File: config.mk
export PLATFORM = sky130hd
export DESIGN_NAME = mul_share_ctrl
export DESIGN_NICKNAME = d
export VERILOG_FILES = /design/src/rtl/mul_share_ctrl.sv
export SDC_FILE = /design/constraint.sdc
export NUM_CORES = 1
export LEC_CHECK = 0
export CORE_ASPECT_RATIO = 0.6
export CORE_MARGIN = 2
export CORE_UTILIZATION = 45
export CTS_CLUSTER_DIAMETER = 50
export DETAILED_ROUTE_END_ITERATION = 10
export GPL_TIMING_DRIVEN = 0
export HOLD_SLACK_MARGIN = 0.06
export PLACE_DENSITY = 0.89
export SYNTH_ARGS = -nofsm -noshare
export SYNTH_HDL_FRONTEND = slang
export SYNTH_SLANG_ARGS = --single-unit
export TNS_END_PERCENT = 10
File: constraint.sdc
create_clock -name clock -period 2.8 [get_ports clock]
set_input_delay 0.28 -clock clock [delete_from_list [all_inputs] [get_ports clock]]
set_output_delay 0.28 -clock clock [all_outputs]
set_load 0.01 [all_outputs]
File: src/rtl/mul_share_ctrl.sv
// Round-robin controller sharing one 12x12 shift-add multiplier between the EAE path (port 0)
// and the debug/console path (port 1); flushes the reset-less multiplier after reset or a hang.
module mul_share_ctrl #(
  parameter int TIMEOUT      = 31,
  parameter int FLUSH_CYCLES = 16
) (
  input  logic        clock,
  input  logic        reset_n,
  input  logic        req0,
  input  logic        req1,
  input  logic [11:0] a0,
  input  logic [11:0] a1,
  input  logic [11:0] b0,
  input  logic [11:0] b1,
  output logic        ack0,
  output logic        ack1,
  output logic [23:0] result,
  output logic        busy,
  output logic        timeout_err,
  output logic        mul_start,
  output logic [11:0] mul_multiplier,
  output logic [11:0] mul_multiplicand,
  input  logic [23:0] mul_product,
  input  logic        mul_finished
);
  localparam int NREQ = 2;
  localparam int OPW  = 12;
  localparam int TW   = (TIMEOUT > 1) ? $clog2(TIMEOUT) : 1;
  localparam int FW   = (FLUSH_CYCLES > 1) ? $clog2(FLUSH_CYCLES) : 1;

  typedef enum logic [2:0] {
    S_FLUSH = 3'd0,
    S_IDLE  = 3'd1,
    S_ISSUE = 3'd2,
    S_BUSY  = 3'd3,
    S_DONE  = 3'd4
  } state_t;

  typedef struct packed {
    logic           id;
    logic [OPW-1:0] a;
    logic [OPW-1:0] b;
  } grant_t;

  state_t                   r_state, w_state_nxt;
  logic [NREQ-1:0]          w_req;
  logic [NREQ-1:0][OPW-1:0] w_a, w_b;
  logic                     w_gid, w_grant_vld;
  grant_t                   w_grant;

  logic                     r_last_grant, r_gid, r_tmo_mark, r_timeout_err, r_mul_start;
  logic [NREQ-1:0]          r_ack;
  logic [23:0]              r_result;
  logic [OPW-1:0]           r_mul_a, r_mul_b;
  logic [TW-1:0]            r_wait_cnt;
  logic [FW-1:0]            r_flush_cnt;

  logic                     w_flush_done, w_wait_expired;
  logic                     w_start_nxt, w_capture, w_expire, w_busy;
  logic [NREQ-1:0]          w_ack_nxt;

  assign w_req = {req1, req0};
  assign w_a   = {a1, a0};
  assign w_b   = {b1, b0};

  // Contention goes to whoever did not win last; a lone requester always wins.
  assign w_grant_vld = |w_req;
  assign w_gid       = (&w_req) ? ~r_last_grant : w_req[1];

  always_comb begin
    w_grant    = '0;
    w_grant.id = w_gid;
    w_grant.a  = w_a[w_gid];
    w_grant.b  = w_b[w_gid];
  end

  assign w_flush_done   = mul_finished || (r_flush_cnt == FW'(FLUSH_CYCLES - 1));
  assign w_wait_expired = (r_wait_cnt == TW'(TIMEOUT - 1));

  always_ff @(posedge clock or negedge reset_n) begin
    if (!reset_n) r_state <= S_FLUSH;
    else          r_state <= w_state_nxt;
  end

  always_comb begin
    w_state_nxt = r_state;
    case (r_state)
      S_FLUSH: if (w_flush_done) w_state_nxt = S_IDLE;
      S_IDLE:  if (w_grant_vld) w_state_nxt = S_ISSUE;
      S_ISSUE: w_state_nxt = S_BUSY;
      S_BUSY:  if (mul_finished || w_wait_expired) w_state_nxt = S_DONE;
      S_DONE:  w_state_nxt = r_tmo_mark ? S_FLUSH : S_IDLE;
      default: w_state_nxt = S_FLUSH;
    endcase
  end

  // Finish beats timeout when both land in the same cycle.
  always_comb begin
    w_start_nxt = (r_state == S_IDLE) && w_grant_vld;
    w_capture   = (r_state == S_BUSY) && mul_finished;
    w_expire    = (r_state == S_BUSY) && !mul_finished && w_wait_expired;
    w_busy      = r_state inside {S_ISSUE, S_BUSY, S_DONE};
    w_ack_nxt   = '0;
    if (w_capture || w_expire) w_ack_nxt[r_gid] = 1'b1;
  end

  always_ff @(posedge clock or negedge reset_n) begin
    if (!reset_n) begin
      r_last_grant  <= 1'b1;
      r_gid         <= 1'b0;
      r_mul_a       <= '0;
      r_mul_b       <= '0;
      r_mul_start   <= 1'b0;
      r_ack         <= '0;
      r_result      <= '0;
      r_timeout_err <= 1'b0;
      r_tmo_mark    <= 1'b0;
      r_wait_cnt    <= '0;
      r_flush_cnt   <= '0;
    end else begin
      r_mul_start <= w_start_nxt;
      r_ack       <= w_ack_nxt;
      r_flush_cnt <= (r_state == S_FLUSH) ? r_flush_cnt + FW'(1) : '0;
      r_wait_cnt  <= (r_state == S_BUSY)  ? r_wait_cnt + TW'(1)  : '0;
      if (w_start_nxt) begin
        r_mul_a      <= w_grant.a;
        r_mul_b      <= w_grant.b;
        r_gid        <= w_grant.id;
        r_last_grant <= w_grant.id;
      end
      if (w_capture) begin
        r_result   <= mul_product;
        r_tmo_mark <= 1'b0;
      end else if (w_expire) begin
        r_result      <= '0;
        r_timeout_err <= 1'b1;
        r_tmo_mark    <= 1'b1;
      end
    end
  end

  assign ack0             = r_ack[0];
  assign ack1             = r_ack[1];
  assign result           = r_result;
  assign busy             = w_busy;
  assign timeout_err      = r_timeout_err;
  assign mul_start        = r_mul_start;
  assign mul_multiplier   = r_mul_a;
  assign mul_multiplicand = r_mul_b;

endmodule

==> results.md, run 1 <==
- Status: finished, final reports clean
- Endpoints failing hold: 0
- Min-delay src: r_gid$_DFFE_PN0P_
- Predominant post-synthesis flop cell: dfrtp_1
- Minimum clock period: roughly 2000 ps
- Initial antenna violation count: 0
- Tot Pwr: between 4000 and 5000 uW
- FF-to-FF Start: r_wait_cnt[0]$_DFF_PN0_
- Register area share after synthesis: 0.565
- Skew-Pair Late Insertion Delay: between 300 and 400 ps
- Wire length of the first global-routing pass: between 10 and 15 mm
- DRT iter0 DRCs: between 50 and 60
- Hold depth: 1
- Hold Path Class: reg2reg
- RSZ-0062 raised after global routing: false
- GRT Util Overall: 0.204
- Dpl hpwl: a little over 5 mm
- Worst-margin pin slew: around 800 ps
- Die footprint: 7290 um^2
- R2R setup slack: 1090 ps
- Residual DRC: 0
- CTS Buffer Depth: 2
- Drt wl/cell: between 15 and 20 um
- Clock slew at reported path FFs: 60 ps
- Area share of the largest cell type after synthesis: 0.556
- Largest net degree at the start of global routing: 68
- Reg2Reg Depth: 6
- Grt total ovfl: 0
- Final period util: 0.699
- H-tree Lvls: 3
- Top cells by count, synth: dfrtp_1, mux2_2, a22o_1
- Max-capacitance violation count: 0
- Ratio of cells with drive above 1 in the final layout: 0.218
- Synth Warn #: 0
- Number of top-level pins: 130
- Final non-filler cell total: ~430
- Yosys reg bits: 67
- Maximum vdd drop: between 0.4 and 0.5 mV
- Crit-path max FO: 7
- Worst r2r dst: result[13]$_DFFE_PN0P_
- Slew Limit Headroom: 0.459
- Nets: approximately 430
- Worst Hold Path EP: r_ack[0]$_DFF_PN0_
- Most numerous cell in the Yosys netlist: dfrtp_1
- Top cells by area, synth: dfrtp_1, mux2_2, mux2_4
- CTS tree: done
- Final wirelength: around 6.9 mm
- Vias in the first global route: 2,214
- Worst path cell trace: mux2_2, clkdlybuf4s50_1
- Post-Syn Nets: 284
- Number of port buffers: 129
- # diodes: 0
- Fill cells: ~440
- Pwr dens: approximately 1000 nW/um^2
- Post-Syn Area per Cell: 14.6 um^2
- Worst EP required: around 2500 ps
- Routability Congestion: 0.737
- Core Rows: 22
- Die height: 66.9 um
- Arr. time, crit path: 1680 ps
- Pins Over Slew Limit: 0
- Slowest Stage Delay on Critical Path: 490 ps
- CTS Buf Count: 9
- Layout area overhead: 54.5%
- Syn Std Cell Area: between 2000 and 3000 um^2
- Final Skew: between 8 and 9 ps
- Fmax: about 0.51 GHz
- Synth async-reset ratio: 1.00
- Die X: between 100 and 150 um
- Post-synth EDFFs: 0
- DRT Pass-1 Iters: 4
- Critical Path End Type: primary output
- Cell taking the most area after synthesis: dfrtp_1
- Synthesized instance count: slightly above 200
- Final setup vio count: 0
- Yosys cell types: 33
- Kind of critical path: reg2out
- Final core utilization: 0.735
- CTS root buf: clkbuf_8
- Sink Count: 67
- Post_cts resized: 0
- DR vias: 2,138
- Worst Setup Start Kind: flip-flop
- Via-to-Cell Ratio: 4.94
- Placed insts: approximately 420
- LEAKAGE: 0.00199 uW
- CORE AREA: 6250 um^2
- Starting Density: 0.475
- Routed Antenna Nets: 0
- Crit-path slowest cell: dfrtp_1
-- worst max-delay path, delay by kind of cell (launching register included) --
family                 cells  cell delay, ps
buffers and inverters      1             480
flip-flops                 1             490
multiplexers               1             370
-- what timing repair did --
item,CTS,global route
setup endpoints to repair,0,0
setup buffers,0,0
hold buffers,1,0
endpoints found under the hold margin,5,0
-- power breakdown --
group	switching (uW)	total [uW]	leakage, uW	internal (uW)
logic	809	2190	0.00105	1380
clock network	344	865	0.000102	521
registers	242	1630	0.000834	1390
total	1400	4680	0.00199	3280
-- metrics by stage --
stage / cell area [um^2] / hold slack (ps) / TNS, ps / worst slack [ps]
floorplan: 2970 / -15.6 / 0 / 1260
global placement: 4370 / 416 / -43480 / -662
detailed placement: 4360 / 416 / 0 / 651
CTS: 4590 / 424 / 0 / 827
global route: 4590 / 467 / 0 / 768
finish: 4590 / 424 / 0 / 843
-- cell usage in the layout, fill, tap and decap left out, drive strengths merged --
master,instances
clkdlybuf4s50,128
dfrtp,66
mux2,49
a22o,24
nor2,15
buf,12
clkbuf,11
inv,5
nand3,3
xor2,3
ha,3
xnor2,2
or3,2
nand2,2
o21a,2
a21oi,2
a31oi,2
a2bb2oi,2
clkinvlp,2
bufinv,2
nand3b,1
and3b,1
a41o,1
nor3b,1
a21boi,1
o21ai,1
nand4,1
a21o,1
a311oi,1
o32ai,1
dlygate4sd3,1
dfstp,1
-- final cells by class --
type                       count  area (um^2)  area share
buffer                        11          114      0.0248
clock buffer                  11          141      0.0308
clock inverter                 4         75.1      0.0164
inverter                       5         18.8     0.00409
multi-input combinational    121         1160       0.253
sequential                    67         1680       0.365
tap                           84          105      0.0229
timing repair buffer         130         1300       0.283
-- layer usage --
metal	share of wire	routed length [um]	track usage	up-vias
li1	-	-	-	1017
met1	0.45	3100	0.272	1039
met2	0.46	3170	0.300	76
met3	0.080	551	0.0861	6
met4	0.0090	62	0.0625	0
met5	0	0	0	-
-- state kept, by name, summed over array words and instances, names as in the netlist --
name              cells
r_tmo_mark            1
mul_multiplier       12
r_flush_cnt           4
timeout_err           1
r_ack                 2
mul_multiplicand     12
mul_start             1
result               24
r_last_grant          1
r_gid                 1
r_state               3
r_wait_cnt            5
-- worst max-delay path by stage --
stage / start / to / cells after the start
after CTS: r_state[2]$_DFFE_PN0P_ / busy / 2
final: r_state[2]$_DFFE_PN0P_ / busy / 2
after global placement: reset_n / mul_multiplier[8]$_DFFE_PN0P_ / 1
after global routing: r_state[2]$_DFFE_PN0P_ / busy / 2
after detailed placement: req1 / mul_multiplicand[6]$_DFFE_PN0P_ / 5
after floorplan: r_state[1]$_DFFE_PN0P_ / mul_multiplicand[10]$_DFFE_PN0P_ / 6
-- cell families (layout without fill, tap and decap cells) --
kind of cell	after synthesis	count (layout)	share of synthesized area
DFF	67	67	0.565
muxes	49	49	0.209
AOI/OAI and AO/OA	38	38	0.109
and+or+nand+nor	26	26	0.0455
buffers and inverters	16	161	0.0447
xor gates and xnor gates	5	5	0.0147
adders and majority gates	3	3	0.0126
(Power assumes the default switching activity.)
==> run 2: changes to the inputs <==
--- a/config.mk
+++ b/config.mk
@@ -7,12 +7,12 @@
 export LEC_CHECK = 0
 export CORE_ASPECT_RATIO = 0.6
 export CORE_MARGIN = 2
-export CORE_UTILIZATION = 45
+export CORE_UTILIZATION = 42
 export CTS_CLUSTER_DIAMETER = 50
 export DETAILED_ROUTE_END_ITERATION = 10
 export GPL_TIMING_DRIVEN = 0
 export HOLD_SLACK_MARGIN = 0.06
-export PLACE_DENSITY = 0.89
+export PLACE_DENSITY = 0.84
 export SYNTH_ARGS = -nofsm -noshare
 export SYNTH_HDL_FRONTEND = slang
 export SYNTH_SLANG_ARGS = --single-unit
==> constraint.sdc (replaced) <==
create_clock -name clock -period 1.85 [get_ports clock]
set_input_delay 0.185 -clock clock [delete_from_list [all_inputs] [get_ports clock]]
set_output_delay 0.185 -clock clock [all_outputs]
set_load 0.01 [all_outputs]
==> run 2 against run 1 <==
  * Critical path depth up 3
  * Clock skew decreased by 2.1 ps
  * Worst hold slack got worse by 0.79 ps
  * Non-clock buffer count stayed put
  * Sequential power up 52%
  * Register-to-register slack worse by 910 ps
  * Global-route usage fell by 1.8 points
  * Final area increased by 2.1%
  * Largest power group unchanged
  * Setup slack got worse by 730 ps
  * Clock power grew 95%
  * Via count grew 1.8%
  * Die area is 6.8% higher
==> results.md, run 2 (synthesized netlist as in run 1, its figures left out) <==
- Maximum vdd drop: 0.972 mV
- Arr. time, crit path: 1940 ps
- Vias in the first global route: between 2,000 and 2,500
- Nets: approximately 430
- Routability Congestion: 0.743
- Worst-margin pin slew: about 800 ps
- Crit path buf inv count: 2
- Layout area overhead: 57.8%
- Dpl hpwl: just over 5 mm
- Worst Setup Start Kind: primary input
- Ratio of cells with drive above 1 in the final layout: 0.224
- CTS root buf: clkbuf_16
- Residual DRC: 0
- Status: finished, final reports clean
- CTS tree: done
- Wire length of the first global-routing pass: between 10 and 15 mm
- Worst path cell trace: clkdlybuf4s50_1, a21boi_4, buf_6, mux2_2, mux2_4
- Minimum clock period: 1740 ps
- # diodes: 0
- RSZ-0062 raised after global routing: false
- CTS Buffer Depth: 2
- P_int: around 5300 uW
- Slowest Stage Delay on Critical Path: around 560 ps
- DRT iter0 DRCs: 41
- CORE AREA: ~6800 um^2
- Grt total ovfl: 0
- Crit-path slowest cell: clkdlybuf4s50_1
- Kind of critical path: in2reg
- Number of top-level pins: 130
- Die X: between 100 and 150 um
- Number of port buffers: 129
- Critical Path End Type: flip-flop
- Comb power frac: 0.444
- GRT Util Overall: 0.186
- Slew Limit Headroom: 0.460
- Sink Count: 67
- Via-to-Cell Ratio: approximately 5.0
- Sw frac: 0.289
- Final wirelength: 7.02 mm
- Largest delay share family, worst path: buffers and inverters
- Max-capacitance violation count: 0
- Hold Path Class: reg2reg
- Initial antenna violation count: 0
- Die footprint: roughly 8000 um^2
- Die height: around 69 um
- Crit-path max FO: 10
- Drt wl/cell: between 15 and 20 um
- Flop pwr share: 0.331
- Largest net degree at the start of global routing: just under 70
- Routed Antenna Nets: 0
- Final core utilization: 0.693
- Largest register FFs: 24
- Clock slew at reported path FFs: 50 ps
- Core Rows: 23
- Pins Over Slew Limit: 0
- Pwr dens: between 1500 and 2000 nW/um^2
- Most frequent cells in the layout: clkdlybuf4s50_1, dfrtp_1, mux2_2
- Worst EP required: between 2000 and 2500 ps
- Final period util: 0.938
- H-tree Lvls: 3
- CTS Buf Count: 9
- DRT Pass-1 Iters: 4
- Starting Density: 0.439
- LEAKAGE: roughly 0.002 uW
- DR vias: ~2,200
- Final Skew: approximately 6 ps
- P_sw: ~2200 uW
- Tot Pwr: 7480 uW
- Final setup vio count: 0
- Endpoints failing hold: 0
- Most common cell after layout, fill and taps aside: clkdlybuf4s50_1
- Fmax: 0.576 GHz
- Skew-Pair Late Insertion Delay: approximately 320 ps
- Clk network pwr share: 0.226
==> run 2: metrics by stage <==
step | instances | hold slack (ps) | setup slack (ps) | setup TNS (ps) | area, um^2
2_1_floorplan | 204 | -111 | 305 | 0 | 2970
3_5_place_dp | 420 | 333 | -247 | -4580 | 4370
4_1_cts | 435 | 425 | 44.2 | 0 | 4680
5_1_grt | 435 | 431 | 62.9 | 0 | 4690
3_3_place_gp | 420 | 414 | -1560 | -107340 | 4370
6_report | 435 | 424 | 114 | 0 | 4690
==> run 2: final timing paths <==
check	slack [ps]	cells after the start	start	end
setup / recovery	110	5	req1	mul_multiplicand[6]$_DFFE_PN0P_
hold / removal	420	1	r_gid$_DFFE_PN0P_	r_ack[0]$_DFF_PN0_
setup reg to reg	180	6	r_wait_cnt[0]$_DFF_PN0_	result[12]$_DFFE_PN0P_
hold reg to reg	420	1	r_gid$_DFFE_PN0P_	r_ack[0]$_DFF_PN0_
max in group asynchronous	780	2	reset_n	r_state[2]$_DFFE_PN0P_
min in group asynchronous	500	2	reset_n	result[11]$_DFFE_PN0P_
==> run 2: power by group through the flow <==
| stage | Combinational [uW] | Clock [uW] | Sequential [uW] |
|---|---|---|---|
| floorplan | 1510 | 0 | 2690 |
| global placement | 3280 | 0 | 2450 |
| detailed placement | 3350 | 0 | 2470 |
| CTS | 3360 | 1730 | 2480 |
| global route | 3560 | 1800 | 2550 |
| finish | 3320 | 1690 | 2470 |
==> run 2: what timing repair did <==
| action | in CTS | in global routing |
|---|---|---|
| hold endpoints to repair | 66 | 0 |
| gates resized for setup | 1 | 2 |
| hold buffers | 1 | 0 |
| endpoints found under the setup margin | 1 | 18 |
| setup buffers | 0 | 0 |
==> run 2: final cells by class <==
class                           instances  area (um^2)
Clock buffer                           12          267
Multi-Input combinational cell        121         1160
Clock inverter                          2         35.0
Buffer                                 11          114
Inverter                                5         18.8
Sequential cell                        67         1680
Fill cell                             482         2080
Timing Repair Buffer                  130         1300
Tap cell                               87          109
==> run 2: metal layers <==
layer  GRT usage  share of wire  wire (um)
met1       0.259           0.46       3220
met2       0.261           0.45       3150
met3      0.0844          0.085        593
met4      0.0515         0.0078         55
met5           0              0          0
